$ cat config.mk
export PLATFORM = sky130hd
export DESIGN_NAME = lsu_mem_bridge_flat
export DESIGN_NICKNAME = d
export VERILOG_FILES = /design/src/rtl/lsu_mem_bridge_pkg.sv /design/src/rtl/lsu_mem_bridge_if.sv /design/src/rtl/lsu_align.sv /design/src/rtl/lsu_mem_bridge.sv /design/src/flat_wrapper.sv
export SDC_FILE = /design/constraint.sdc
export NUM_CORES = 1
export LEC_CHECK = 0
export CAP_MARGIN = 20
export CORE_MARGIN = 3
export CORE_UTILIZATION = 44
export DETAILED_ROUTE_END_ITERATION = 10
export PLACE_DENSITY = 0.77
export SETUP_SLACK_MARGIN = 0.1
export SLEW_MARGIN = 20
export SYNTH_ARGS = -nofsm -noshare
export SYNTH_HDL_FRONTEND = slang
export SYNTH_SLANG_ARGS = --single-unit
export TNS_END_PERCENT = 20
$ cat constraint.sdc
create_clock -name clk -period 2.7 [get_ports clk]
set_input_delay 0.54 -clock clk [delete_from_list [all_inputs] [get_ports clk]]
set_output_delay 0.54 -clock clk [all_outputs]
set_load 0.02 [all_outputs]
$ cat src/rtl/lsu_mem_bridge_pkg.sv
// Shared definitions for the load/store memory bridge: funct3 size/sign
// fields, bridge state encoding and access legality helpers.
package lsu_mem_bridge_pkg;

    // funct3[1:0] selects the access size, funct3[2] marks unsigned loads
    localparam logic [1:0] SZ_B      = 2'b00;
    localparam logic [1:0] SZ_H      = 2'b01;
    localparam logic [1:0] SZ_W      = 2'b10;
    localparam int         F3_UNS    = 2;

    typedef enum logic [1:0] {
        ST_IDLE = 2'b00,
        ST_REQ  = 2'b01,
        ST_WAIT = 2'b10,
        ST_RESP = 2'b11
    } state_t;

    // Loads: LB LH LW LBU LHU. Stores: SB SH SW.
    function automatic logic f3_legal(input logic we, input logic [2:0] f3);
        if (we)
            return (f3[F3_UNS] == 1'b0) && (f3[1:0] != 2'b11);
        return (f3[1:0] != 2'b11) && !(f3[F3_UNS] && (f3[1:0] == SZ_W));
    endfunction

    // Halfword needs addr[0]==0, word needs addr[1:0]==0
    function automatic logic f3_misaligned(input logic [2:0] f3, input logic [1:0] off);
        case (f3[1:0])
            SZ_H:    return off[0];
            SZ_W:    return off != 2'b00;
            default: return 1'b0;
        endcase
    endfunction

endpackage

$ cat src/rtl/lsu_mem_bridge_if.sv
// Core request/response and data-memory port bundle for lsu_mem_bridge.
// slave = the bridge, master = core plus memory side driving it.
interface lsu_mem_bridge_if;
    logic        req_valid;
    logic        req_ready;
    logic        req_we;
    logic [2:0]  req_funct3;
    logic [31:0] req_addr;
    logic [31:0] req_wdata;
    logic        rsp_valid;
    logic [31:0] rsp_rdata;
    logic        rsp_err;
    logic        busy;
    logic        mem_req;
    logic        mem_we;
    logic [31:0] mem_addr;
    logic [3:0]  mem_be;
    logic [31:0] mem_wdata;
    logic        mem_gnt;
    logic        mem_rvalid;
    logic [31:0] mem_rdata;

    modport slave (
        input  req_valid, req_we, req_funct3, req_addr, req_wdata,
               mem_gnt, mem_rvalid, mem_rdata,
        output req_ready, rsp_valid, rsp_rdata, rsp_err, busy,
               mem_req, mem_we, mem_addr, mem_be, mem_wdata
    );

    modport master (
        output req_valid, req_we, req_funct3, req_addr, req_wdata,
               mem_gnt, mem_rvalid, mem_rdata,
        input  req_ready, rsp_valid, rsp_rdata, rsp_err, busy,
               mem_req, mem_we, mem_addr, mem_be, mem_wdata
    );
endinterface

$ cat src/rtl/lsu_align.sv
// Lane alignment for the bridge: byte enables, store data replication and
// load data shift plus sign/zero extension. Purely combinational.
// Misaligned low address bits are dropped: halfwords use addr[1], words lane 0.
module lsu_align
    import lsu_mem_bridge_pkg::*;
(
    input  logic [2:0]  i_funct3,
    input  logic [1:0]  i_off,
    input  logic [31:0] i_wdata,
    input  logic [31:0] i_rdata,
    output logic [3:0]  o_be,
    output logic [31:0] o_wdata,
    output logic [31:0] o_rdata
);
    logic [4:0]  w_sh;
    logic [31:0] w_shifted;

    // Per-size lane select and data formatting
    always_comb begin
        o_be      = 4'b1111;
        o_wdata   = i_wdata;
        w_sh      = 5'd0;
        case (i_funct3[1:0])
            SZ_B: begin
                o_be    = 4'b0001 << i_off;
                o_wdata = {4{i_wdata[7:0]}};
                w_sh    = {i_off, 3'b000};
            end
            SZ_H: begin
                o_be    = 4'b0011 << {i_off[1], 1'b0};
                o_wdata = {2{i_wdata[15:0]}};
                w_sh    = {i_off[1], 4'b0000};
            end
            default: ;
        endcase
        w_shifted = i_rdata >> w_sh;
        case (i_funct3[1:0])
            SZ_B:    o_rdata = i_funct3[F3_UNS] ? {24'd0, w_shifted[7:0]}
                                                : {{24{w_shifted[7]}}, w_shifted[7:0]};
            SZ_H:    o_rdata = i_funct3[F3_UNS] ? {16'd0, w_shifted[15:0]}
                                                : {{16{w_shifted[15]}}, w_shifted[15:0]};
            default: o_rdata = w_shifted;
        endcase
    end
endmodule

$ cat src/rtl/lsu_mem_bridge.sv
// Load/store bridge: one request at a time from the core, word-aligned
// memory request with byte enables, extended load data back, busy while
// the access is in flight. TIMEOUT bounds cycles spent in REQ+WAIT.
// Build option LSU_MISALIGN_FAULT_EN: reject misaligned half/word accesses
// with rsp_err instead of silently dropping the low address bits.
module lsu_mem_bridge
    import lsu_mem_bridge_pkg::*;
#(
    parameter int TIMEOUT = 255,
    parameter int CNT_W   = 8
) (
    input  logic       clk,
    input  logic       rst,
    lsu_mem_bridge_if.slave bus
);
    localparam logic [CNT_W-1:0] TMO_LAST = CNT_W'(TIMEOUT - 1);

    state_t            r_state;
    logic              r_ready, r_busy, r_mem_req;
    logic              r_rsp_valid, r_rsp_err;
    logic [31:0]       r_rsp_rdata;
    logic              r_we;
    logic [2:0]        r_funct3;
    logic [31:0]       r_addr, r_wdata;
    logic [CNT_W-1:0]  r_cnt;

    logic              w_reject, w_tmo;
    logic [3:0]        w_be;
    logic [31:0]       w_wdata, w_rdata_ext;

    lsu_align u_align (
        .i_funct3 (r_funct3),
        .i_off    (r_addr[1:0]),
        .i_wdata  (r_wdata),
        .i_rdata  (bus.mem_rdata),
        .o_be     (w_be),
        .o_wdata  (w_wdata),
        .o_rdata  (w_rdata_ext)
    );

`ifdef LSU_MISALIGN_FAULT_EN
    assign w_reject = !f3_legal(bus.req_we, bus.req_funct3)
                    || f3_misaligned(bus.req_funct3, bus.req_addr[1:0]);
`else
    assign w_reject = !f3_legal(bus.req_we, bus.req_funct3);
`endif

    // Fires on the TIMEOUT-th cycle spent in REQ+WAIT
    assign w_tmo = (TIMEOUT != 0) && (r_cnt == TMO_LAST);

    assign bus.req_ready = r_ready & ~rst;
    assign bus.busy      = r_busy;
    assign bus.rsp_valid = r_rsp_valid;
    assign bus.rsp_err   = r_rsp_err;
    assign bus.rsp_rdata = r_rsp_rdata;
    assign bus.mem_req   = r_mem_req;
    assign bus.mem_we    = r_mem_req & r_we;
    assign bus.mem_addr  = r_mem_req ? {r_addr[31:2], 2'b00} : 32'd0;
    assign bus.mem_be    = r_mem_req ? w_be : 4'd0;
    assign bus.mem_wdata = r_mem_req ? w_wdata : 32'd0;

    // Bridge FSM with timeout counter, capture registers and registered outputs
    always_ff @(posedge clk) begin
        if (rst) begin
            r_state     <= ST_IDLE;
            r_ready     <= 1'b0;
            r_busy      <= 1'b0;
            r_mem_req   <= 1'b0;
            r_rsp_valid <= 1'b0;
            r_rsp_err   <= 1'b0;
            r_rsp_rdata <= 32'd0;
            r_we        <= 1'b0;
            r_funct3    <= 3'd0;
            r_addr      <= 32'd0;
            r_wdata     <= 32'd0;
            r_cnt       <= '0;
        end else begin
            // Response fields only live for the single RESP cycle
            r_rsp_valid <= 1'b0;
            r_rsp_err   <= 1'b0;
            r_rsp_rdata <= 32'd0;
            case (r_state)
                ST_IDLE: begin
                    if (bus.req_valid && r_ready) begin
                        r_we     <= bus.req_we;
                        r_funct3 <= bus.req_funct3;
                        r_addr   <= bus.req_addr;
                        r_wdata  <= bus.req_wdata;
                        r_ready  <= 1'b0;
                        r_busy   <= 1'b1;
                        r_cnt    <= '0;
                        if (w_reject) begin
                            r_state     <= ST_RESP;
                            r_rsp_valid <= 1'b1;
                            r_rsp_err   <= 1'b1;
                        end else begin
                            r_state   <= ST_REQ;
                            r_mem_req <= 1'b1;
                        end
                    end else begin
                        r_ready <= 1'b1;
                    end
                end
                ST_REQ: begin
                    r_cnt <= r_cnt + 1'b1;
                    // A grant on the last budgeted cycle still times out
                    if (w_tmo) begin
                        r_state     <= ST_RESP;
                        r_mem_req   <= 1'b0;
                        r_rsp_valid <= 1'b1;
                        r_rsp_err   <= 1'b1;
                    end else if (bus.mem_gnt) begin
                        r_state   <= ST_WAIT;
                        r_mem_req <= 1'b0;
                    end
                end
                ST_WAIT: begin
                    r_cnt <= r_cnt + 1'b1;
                    // Data arriving on the last budgeted cycle is still taken
                    if (bus.mem_rvalid) begin
                        r_state     <= ST_RESP;
                        r_rsp_valid <= 1'b1;
                        r_rsp_rdata <= r_we ? 32'd0 : w_rdata_ext;
                    end else if (w_tmo) begin
                        r_state     <= ST_RESP;
                        r_rsp_valid <= 1'b1;
                        r_rsp_err   <= 1'b1;
                    end
                end
                default: begin
                    r_state <= ST_IDLE;
                    r_busy  <= 1'b0;
                    r_ready <= 1'b1;
                end
            endcase
        end
    end
endmodule

$ cat src/flat_wrapper.sv
// flat-port wrapper written by rule: the top's interface ports become plain ports
module lsu_mem_bridge_flat import lsu_mem_bridge_pkg::*;
#(
    parameter int TIMEOUT = 255,
    parameter int CNT_W   = 8
)
  (clk, rst, bus_req_valid, bus_req_we, bus_req_funct3, bus_req_addr, bus_req_wdata, bus_mem_gnt, bus_mem_rvalid, bus_mem_rdata, bus_req_ready, bus_rsp_valid, bus_rsp_rdata, bus_rsp_err, bus_busy, bus_mem_req, bus_mem_we, bus_mem_addr, bus_mem_be, bus_mem_wdata);
  lsu_mem_bridge_if bus_i ();
  input  logic clk;
  input  logic rst;
  input wire logic [$bits(bus_i.req_valid)-1:0] bus_req_valid;
  input wire logic [$bits(bus_i.req_we)-1:0] bus_req_we;
  input wire logic [$bits(bus_i.req_funct3)-1:0] bus_req_funct3;
  input wire logic [$bits(bus_i.req_addr)-1:0] bus_req_addr;
  input wire logic [$bits(bus_i.req_wdata)-1:0] bus_req_wdata;
  input wire logic [$bits(bus_i.mem_gnt)-1:0] bus_mem_gnt;
  input wire logic [$bits(bus_i.mem_rvalid)-1:0] bus_mem_rvalid;
  input wire logic [$bits(bus_i.mem_rdata)-1:0] bus_mem_rdata;
  output wire logic [$bits(bus_i.req_ready)-1:0] bus_req_ready;
  output wire logic [$bits(bus_i.rsp_valid)-1:0] bus_rsp_valid;
  output wire logic [$bits(bus_i.rsp_rdata)-1:0] bus_rsp_rdata;
  output wire logic [$bits(bus_i.rsp_err)-1:0] bus_rsp_err;
  output wire logic [$bits(bus_i.busy)-1:0] bus_busy;
  output wire logic [$bits(bus_i.mem_req)-1:0] bus_mem_req;
  output wire logic [$bits(bus_i.mem_we)-1:0] bus_mem_we;
  output wire logic [$bits(bus_i.mem_addr)-1:0] bus_mem_addr;
  output wire logic [$bits(bus_i.mem_be)-1:0] bus_mem_be;
  output wire logic [$bits(bus_i.mem_wdata)-1:0] bus_mem_wdata;
  assign bus_i.req_valid = bus_req_valid;
  assign bus_i.req_we = bus_req_we;
  assign bus_i.req_funct3 = bus_req_funct3;
  assign bus_i.req_addr = bus_req_addr;
  assign bus_i.req_wdata = bus_req_wdata;
  assign bus_i.mem_gnt = bus_mem_gnt;
  assign bus_i.mem_rvalid = bus_mem_rvalid;
  assign bus_i.mem_rdata = bus_mem_rdata;
  assign bus_req_ready = bus_i.req_ready;
  assign bus_rsp_valid = bus_i.rsp_valid;
  assign bus_rsp_rdata = bus_i.rsp_rdata;
  assign bus_rsp_err = bus_i.rsp_err;
  assign bus_busy = bus_i.busy;
  assign bus_mem_req = bus_i.mem_req;
  assign bus_mem_we = bus_i.mem_we;
  assign bus_mem_addr = bus_i.mem_addr;
  assign bus_mem_be = bus_i.mem_be;
  assign bus_mem_wdata = bus_i.mem_wdata;
  lsu_mem_bridge #(.TIMEOUT(TIMEOUT), .CNT_W(CNT_W)) u_core (.clk(clk), .rst(rst), .bus(bus_i));
endmodule
Yosys cells after proc, flatten, opt, wreduce, memory -nomap -nowiden
Cells that the tools add are included.
Storage, ports and cells
  word-level logic and storage cells: 86
  register bits after elaboration: 115
  output and inout bits: 106
Operators by class
  $add $sub $neg: 1
  muxes and demuxes: 37
  bitwise operators: 7
  shift operators: 3
  reductions and logical operators: 16
  eq/ne operators: 10
Operators with widths (number)
  $mux W32: 4
  $pmux W32 S2: 2
  $shr A32 B5 Y32: 1
  $pmux W8 S2: 1
  $mux W1: 14
  $mux W2: 6
  $pmux W5 S2: 1
  $add A8 B1 Y8 const B: 1
  $eq A8 B8 Y1 const B: 1
  $mux W8: 1
  $pmux W4 S2: 1
  $ne A3 B2 Y1 const B: 2
  $pmux W1 S2: 3
  $pmux W1 S3: 2
  $pmux W2 S3: 1
  $reduce_and A2 Y1: 3
  $not A1 Y1: 5
  $eq A2 B1 Y1 const B: 2
  $eq A2 B2 Y1 const B: 2
  $logic_and A1 B1 Y1: 4
  $logic_not A2 Y1: 2
  $mux W4: 1
  $ne A2 B1 Y1 const B: 2
  $reduce_and A4 Y1: 1
  other kinds (9): 11

Logic depth before layout (Yosys ltp)
Gate-level depths: netlist (run 1).
  depth after elaboration: 8
  mapped depth: 9

By module
Synthesis (run 1) repeated with hierarchy kept, for this count alone.
Second synthesis, totals
  cells, all modules: 679
  area, all modules: 5760.5 um^2
Modules (own cells, without submodules)
  lsu_mem_bridge: cells an instance 535, area each 4466.8 um^2, times used 1, sequential area each 2302.2 um^2
  lsu_align: cells an instance 144, area each 1293.7 um^2, times used 1, sequential area each 0.0 um^2

Least setup slack after synthesis (run 1)
Ideal clock, no wire load.
  path kind: input -> register
  start: input rst
  end: register u_core.r_rsp_rdata[21], in the netlist u_core.bus.rsp_rdata[21]
  slack: 0.454 ns
  stages: 8
  arrival time: 2.188 ns
  library setup time: 0.058 ns
  cells stage by stage: buf_6 nand4bb_4 or4_1 or4_1 buf_2 a21bo_4 buf_6 a21o_1
Between the ends
  longest elaborated chain between the ends: 1
RTL lines
  start, declared: line flat_wrapper.sv:10  | input logic rst;
  $reduce_or A4 Y1 (no source line)
  end signal, assigned: line lsu_mem_bridge.sv:123  | r_rsp_rdata <= r_we ? 32'd0 : w_rdata_ext;
  end, declared: line lsu_mem_bridge.sv:21  | logic [31:0] r_rsp_rdata;
No other way between the ends.
A chain may end at the register's enable or synchronous reset.

Final worst setup path (run 1)
  start: register u_core.r_mem_req, in the netlist u_core.bus.mem_req
  end: output bus_mem_addr[7]
Between the ends
  longest elaborated chain between the ends: 1
RTL lines
  start, declared: line lsu_mem_bridge.sv:19  | logic r_ready, r_busy, r_mem_req;
  start signal, assigned: line lsu_mem_bridge.sv:68  | r_mem_req <= 1'b0;
  start signal, assigned: line lsu_mem_bridge.sv:98  | r_mem_req <= 1'b1;
  start signal, assigned: line lsu_mem_bridge.sv:109  | r_mem_req <= 1'b0;
  $mux W32: line lsu_mem_bridge.sv:58  | assign bus.mem_addr = r_mem_req ? {r_addr[31:2], 2'b00} : 32'd0;
  end, declared: line flat_wrapper.sv:26  | output wire logic [$bits(bus_i.mem_addr)-1:0] bus_mem_addr;
No other way between the ends.

==> summary.txt, run 1 <==
Setup path
  • CP Max Fanout: 32
  • Worst path depth: 3
  • CP delay by family, top: buffers and inverters
  • Crit end category: primary output
  • Cell chain of the critical path: buf_12 -> and2_1 -> clkdlybuf4s50_1
  • Crit-path max cell delay: 630 ps
  • CP required: 2160 ps
  • Reg2Reg Depth: 7
  • Crit path DAT: 1950 ps
  • Critical path class: reg -> out
  • Startpoint types: register
  • Crit path buf inv count: 2
  • R2R Path Start: u_core.r_state[0]$_SDFFE_PP0P_
  • Slowest CP cell: clkdlybuf4s50_1
  • Worst Setup SP: u_core.bus.mem_req$_SDFFE_PP0P_

Detailed routing
  • Pre-antenna DRT Iters: 5
  • WL final: 16.1 mm
  • First-iteration detailed-routing DRC count: roughly 330
  • Vias/cell: 5.20
  • Antenna Violating Nets Remaining: 0
  • Vias: around 5200
  • Avg WL per Cell: 16.2 µm
  • DRC violations left: 0

STA
  • Hold Fails Final Rpt: 0
  • RSZ-0062 raised after global routing: false
  • Achievable clock frequency: 0.402 GHz
  • Fin crit share: approximately 92%
  • Crit path time final: 2490 ps
  • Setup ws final: 212 ps
  • Worst-margin pin slew: 516 ps
  • Setup violations, final: 0
  • Max-slew violation count: 0
  • Slew margin rel.: around 66%
  • Final Skew: 6.33 ps
  • Final TNS setup: 0 ps

CTS
  • CTS Root Cell: clkbuf_16
  • Clk sink count: 115
  • Hold-fix buffers, CTS: 0
  • Worst skew pair latency: 410 ps
  • Cts bufs inserted: 17
  • Setup bufs post-CTS: 0
  • # H-tree levels: 4
  • Clk pin slew, worst setup/hold paths: 50 ps
  • CTS Buffer Depth: 2
  • CTS tree: built
  • Post-cts sizing count: 1

Floorplan
  • Core area: 11500 µm²
  • Boundary Pins: 211
  • Chip height: ~120 µm
  • Die width: roughly 120 µm
  • Die area: 13300 µm²
  • Initial Util: a little under half
  • Standard-cell rows: 39

Global routing
  • GRT Resource Usage Total: around 24%
  • Initial antenna violation count: 0
  • Largest net degree at the start of global routing: 49
  • Total global routing overflow: 0
  • Global-route wire length before repair: about 25 mm
  • Vias in the first global route: 5247

Synth
  • Ys async rst share: 0%
  • Post-synth EDFFs: 0
  • Yosys warning count: 0
  • Post-Syn Area: 5250 µm²
  • Yosys reg bits: 115
  • Synth area leader: dfxtp_1
  • Synth Flop Type: dfxtp_1
  • Share of the synthesized area in the top cell type: 43.9%
  • Avg Cell Area, Syn: approximately 8.2 µm²
  • Post-synthesis cell type count: 48
  • Cells after Synth: 637
  • Synth area leaders: dfxtp_1 44%, nand2_1 12%, a21oi_1 7.3%
  • Sequential-to-total area share from yosys stat: 43.9%

Power
  • Leak Pwr: 0.00337 µW
  • VDD IR max: between 500 and 600 µV
  • Cell Pwr Density: between 700 and 800 nW/µm²

Cells and area
  • Diodes inserted: 0
  • Utilization after layout: 70.8%
  • # fillers: between 800 and 900
  • Final Instance Count excl. Fillers: 994
  • Area grow syn2layout: 55.4%
  • Most frequent cells in the layout: 195 x clkdlybuf4s50_1, 168 x nand2_1, 114 x dfxtp_1
  • Total Nets Final: 949
  • Layout cells sized above 1: a little under 9%
  • Most common cell after layout, fill and taps aside: clkdlybuf4s50_1

Placed design
  • Post-DP HPWL: 11.6 mm
  • Global placement routability congestion: around 0.85
  • IO buf count: around 210
  • Number of cells after detailed placement: 962
  • Post-place setup slack: approximately 150 ps

Flow run
  • Max-cap violations: 0

Hold path
  • Worst Hold Launch: u_core.r_addr[29]$_SDFFE_PP0P_
  • Hold path depth: 2
  • Hold Path Class: reg -> reg

Outcome
  • Status: finished, final reports clean
-- worst min-delay path: stages, from the launching register on --
cell and delay, ps:
dfxtp_1 300, nand2_1 50, a21oi_1 50
-- cells in the mapped netlist (all sizes together), types with 2 or more instances --
master / number
ha: 6
xnor2: 3
a22oi: 7
dfxtp: 115
mux4: 7
and3: 2
mux2: 7
xor2: 4
mux2i: 16
a21oi: 77
a211oi: 5
buf: 11
a21o: 17
nand2: 168
or4: 2
a21boi: 9
o211a: 8
nor2b: 19
nand4: 3
nor3: 2
inv: 6
nor2: 23
nand2b: 3
and2: 41
or3: 3
o21ai: 14
clkbuf: 38
nand3: 4
-- area by class of cell --
type / count / area [µm²] / share of cell area, %
clock buffers: 18 / 439 / 5.39
multi-input cells: 467 / 2720 / 33.3
well taps: 143 / 179 / 2.19
clock inverters: 14 / 186 / 2.29
inverters: 7 / 26.3 / 0.322
flip-flops and latches: 115 / 2310 / 28.3
repair buffers: 230 / 2300 / 28.2
-- metrics by stage --
stage               power, µW  hold WS [ps]  cell area (µm²)
floorplan                3220           432             5250
global placement         3890           437             7490
finish                   6280           448             8150
global route             6620           463             8150
detailed placement       3950           444             7490
CTS                      6330           452             8120
-- routing by layer --
| layer | global-route usage (%) | vias up | routed length, µm | share of wire, % |
|---|---|---|---|---|
| met5 | 0 | - | 0 | 0 |
| met4 | 11.0 | 0 | 448 | 2.8 |
| met3 | 8.58 | 32 | 1580 | 9.8 |
| met2 | 39.6 | 233 | 7550 | 47 |
| met1 | 28.4 | 2364 | 6540 | 41 |
| li1 | - | 2537 | - | - |
-- power breakdown --
group / leakage (µW) / internal (µW) / switching, µW
clock: 0.000305 / 1560 / 787
combinational: 0.00213 / 808 / 974
sequential: 0.000933 / 1940 / 211
total: 0.00337 / 4310 / 1970
-- final timing paths --
kind / endpoint / slack (ps)
worst max-delay path: bus_mem_addr[7] / 210
worst min-delay path: u_core.r_addr[29]$_SDFFE_PP0P_ / 450
worst max register to register: u_core.bus.rsp_rdata[31]$_SDFF_PP0_ / 540
worst min register to register: u_core.r_addr[29]$_SDFFE_PP0P_ / 450
-- sequential cells by signal, summed over array words and instances (netlist names), 2 cells and up --
signal / cells
u_core.bus.rsp_rdata: 32
u_core.r_addr: 32
u_core.r_cnt: 8
u_core.r_funct3: 3
u_core.r_state: 2
u_core.r_wdata: 32
-- logic make-up after synthesis --
group | after synthesis | share of synthesized area, %
AND/OR/NAND/NOR | 277 | 24.4
AO/OA/AOI/OAI | 145 | 17.0
flip-flops | 115 | 43.9
buffers and inverters | 56 | 4.51
multiplexers | 30 | 7.56
XOR/XNOR | 7 | 1.17
adder cells (fa/ha/maj) | 6 | 1.43
other | 1 | 0.0715
Note: power is estimated with default switching activity, not from simulation.
==> run 2, diff against run 1 <==
--- a/config.mk
+++ b/config.mk
@@ -6,7 +6,7 @@
 export NUM_CORES = 1
 export LEC_CHECK = 0
 export CAP_MARGIN = 20
-export CORE_MARGIN = 3
+export CORE_MARGIN = 8
 export CORE_UTILIZATION = 44
 export DETAILED_ROUTE_END_ITERATION = 10
 export PLACE_DENSITY = 0.77
==> summary.txt, run 2 (synthesis gave the netlist of run 1 again) <==
Setup path
  • Critical path class: reg -> out
  • CP Max Fanout: 7
  • CP required: 2160 ps
  • Crit end category: primary output
  • Crit path DAT: 2050 ps
  • Startpoint types: register

Cells and area
  • Final instance area: roughly 8100 µm²
  • # fillers: 939
  • Most frequent cells in the layout: 198 x clkdlybuf4s50_1, 168 x nand2_1, 113 x dfxtp_1
  • Final Instance Count excl. Fillers: 994
  • Area grow syn2layout: 53.5%
  • Total Nets Final: 945
  • Diodes inserted: 0
  • Layout cells sized above 1: 8.50%
  • Most common cell after layout, fill and taps aside: clkdlybuf4s50_1

Power
  • VDD IR max: 492 µV
  • Leak Pwr: 0.00326 µW
  • Power Total: 6050 µW
  • Cell Pwr Density: 752 nW/µm²

Detailed routing
  • Avg WL per Cell: 17.7 µm
  • Antenna Violating Nets Remaining: 0
  • First-iteration detailed-routing DRC count: between 400 and 500
  • DRC violations left: 0
  • Vias/cell: 5.26
  • Vias: about 5200
  • Pre-antenna DRT Iters: 5
  • WL final: 17.6 mm

Floorplan
  • Chip height: 125 µm
  • Core area: 11800 µm²
  • Standard-cell rows: 40
  • Initial Util: between 40% and 50%
  • Die width: 125 µm
  • Boundary Pins: 211
  • Die area: 15700 µm²

CTS
  • Setup bufs post-CTS: 0
  • Hold-fix buffers, CTS: 0
  • Worst skew pair latency: ~420 ps
  • CTS Root Cell: clkbuf_16
  • CTS tree: built
  • # H-tree levels: 4
  • CTS Buffer Depth: 2
  • Post-cts sizing count: 2
  • Clk sink count: 115
  • Clk pin slew, worst setup/hold paths: 50 ps
  • Cts bufs inserted: 17

STA
  • Achievable clock frequency: 0.386 GHz
  • Setup ws final: 107 ps
  • Fin crit share: between 90% and 100%
  • RSZ-0062 raised after global routing: true
  • Max-slew violation count: 0
  • Final Skew: 8.48 ps
  • Hold Fails Final Rpt: 0
  • Final TNS setup: 0 ps
  • Slew margin rel.: 61.9%
  • Setup violations, final: 0
  • Worst-margin pin slew: 571 ps
  • Crit path time final: 2590 ps

Placed design
  • IO buf count: 208
  • Global placement routability congestion: 0.839
  • Post-DP HPWL: about 13 mm
  • Number of cells after detailed placement: ~960
  • Post-place setup slack: about 140 ps
  • Placed Area: 7460 µm²

Outcome
  • Status: finished, final reports clean

Global routing
  • Global-route wire length before repair: roughly 28 mm
  • Vias in the first global route: 5386
  • Initial antenna violation count: 0
  • Largest net degree at the start of global routing: 70
  • GRT Resource Usage Total: 22.2%
  • Total global routing overflow: 0

Hold path
  • Hold Path Class: reg -> reg

Flow run
  • Max-cap violations: 0
[run 2: cell types whose count changed in the layout (fill, tap and decap cells not counted), sizes merged]
cell	change
buf	-4
bufinv	-2
clkbuf	+2
clkdlybuf4s50	+3
clkinv	+1
clkinvlp	-1
dlygate4sd2	+1
dlymetal6s2s	-4
[run 2: layout make-up]
cell class	count	area, µm²	share of cell area, %
Sequential cell	115	2300	28.6
Clock buffer	20	457	5.67
Inverter	7	27.5	0.342
Multi-Input combinational cell	467	2720	33.8
Timing Repair Buffer	226	2250	27.9
Clock inverter	12	113	1.40
Tap cell	147	184	2.28
[run 2: worst max-delay path: stages, from the launching register on]
cell,delay (ps)
dfxtp_1,400
nor2_1,110
buf_4,170
and2_1,180
nor2_1,140
clkdlybuf4s50_1,630
[run 2: final timing paths]
check	startpoint	endpoint	slack [ps]	cells past startpoint
max	u_core.r_funct3[1]$_SDFFE_PP0P_	bus_mem_be[2]	110	5
min	u_core.r_addr[26]$_SDFFE_PP0P_	u_core.r_addr[26]$_SDFFE_PP0P_	450	2
max reg2reg	u_core.r_state[0]$_SDFFE_PP0P_	u_core.bus.rsp_rdata[18]$_SDFF_PP0_	530	7
min reg2reg	u_core.r_addr[26]$_SDFFE_PP0P_	u_core.r_addr[26]$_SDFFE_PP0P_	450	2
[run 2: per-stage QoR]
step	util, %	hold WS, ps
after floorplan	-	432
after global placement	63.1	437
after detailed placement	63.1	443
after CTS	68.0	450
after global routing	68.2	462
final	68.2	448
[run 2: routing by layer]
metal | up-vias | part of all wire (%) | global-route usage (%)
met4 | 0 | 2.5 | 9.81
met3 | 32 | 11 | 10.4
met1 | 2447 | 40 | 24.4
li1 | 2523 | - | -
met5 | - | 0 | 0
met2 | 228 | 47 | 36.1
[run 2: power by group]
| part | internal (µW) | leakage (µW) | switching (µW) |
|---|---|---|---|
| registers | 1940 | 0.000934 | 180 |
| clock network | 1390 | 0.000289 | 762 |
| logic | 783 | 0.00204 | 1010 |
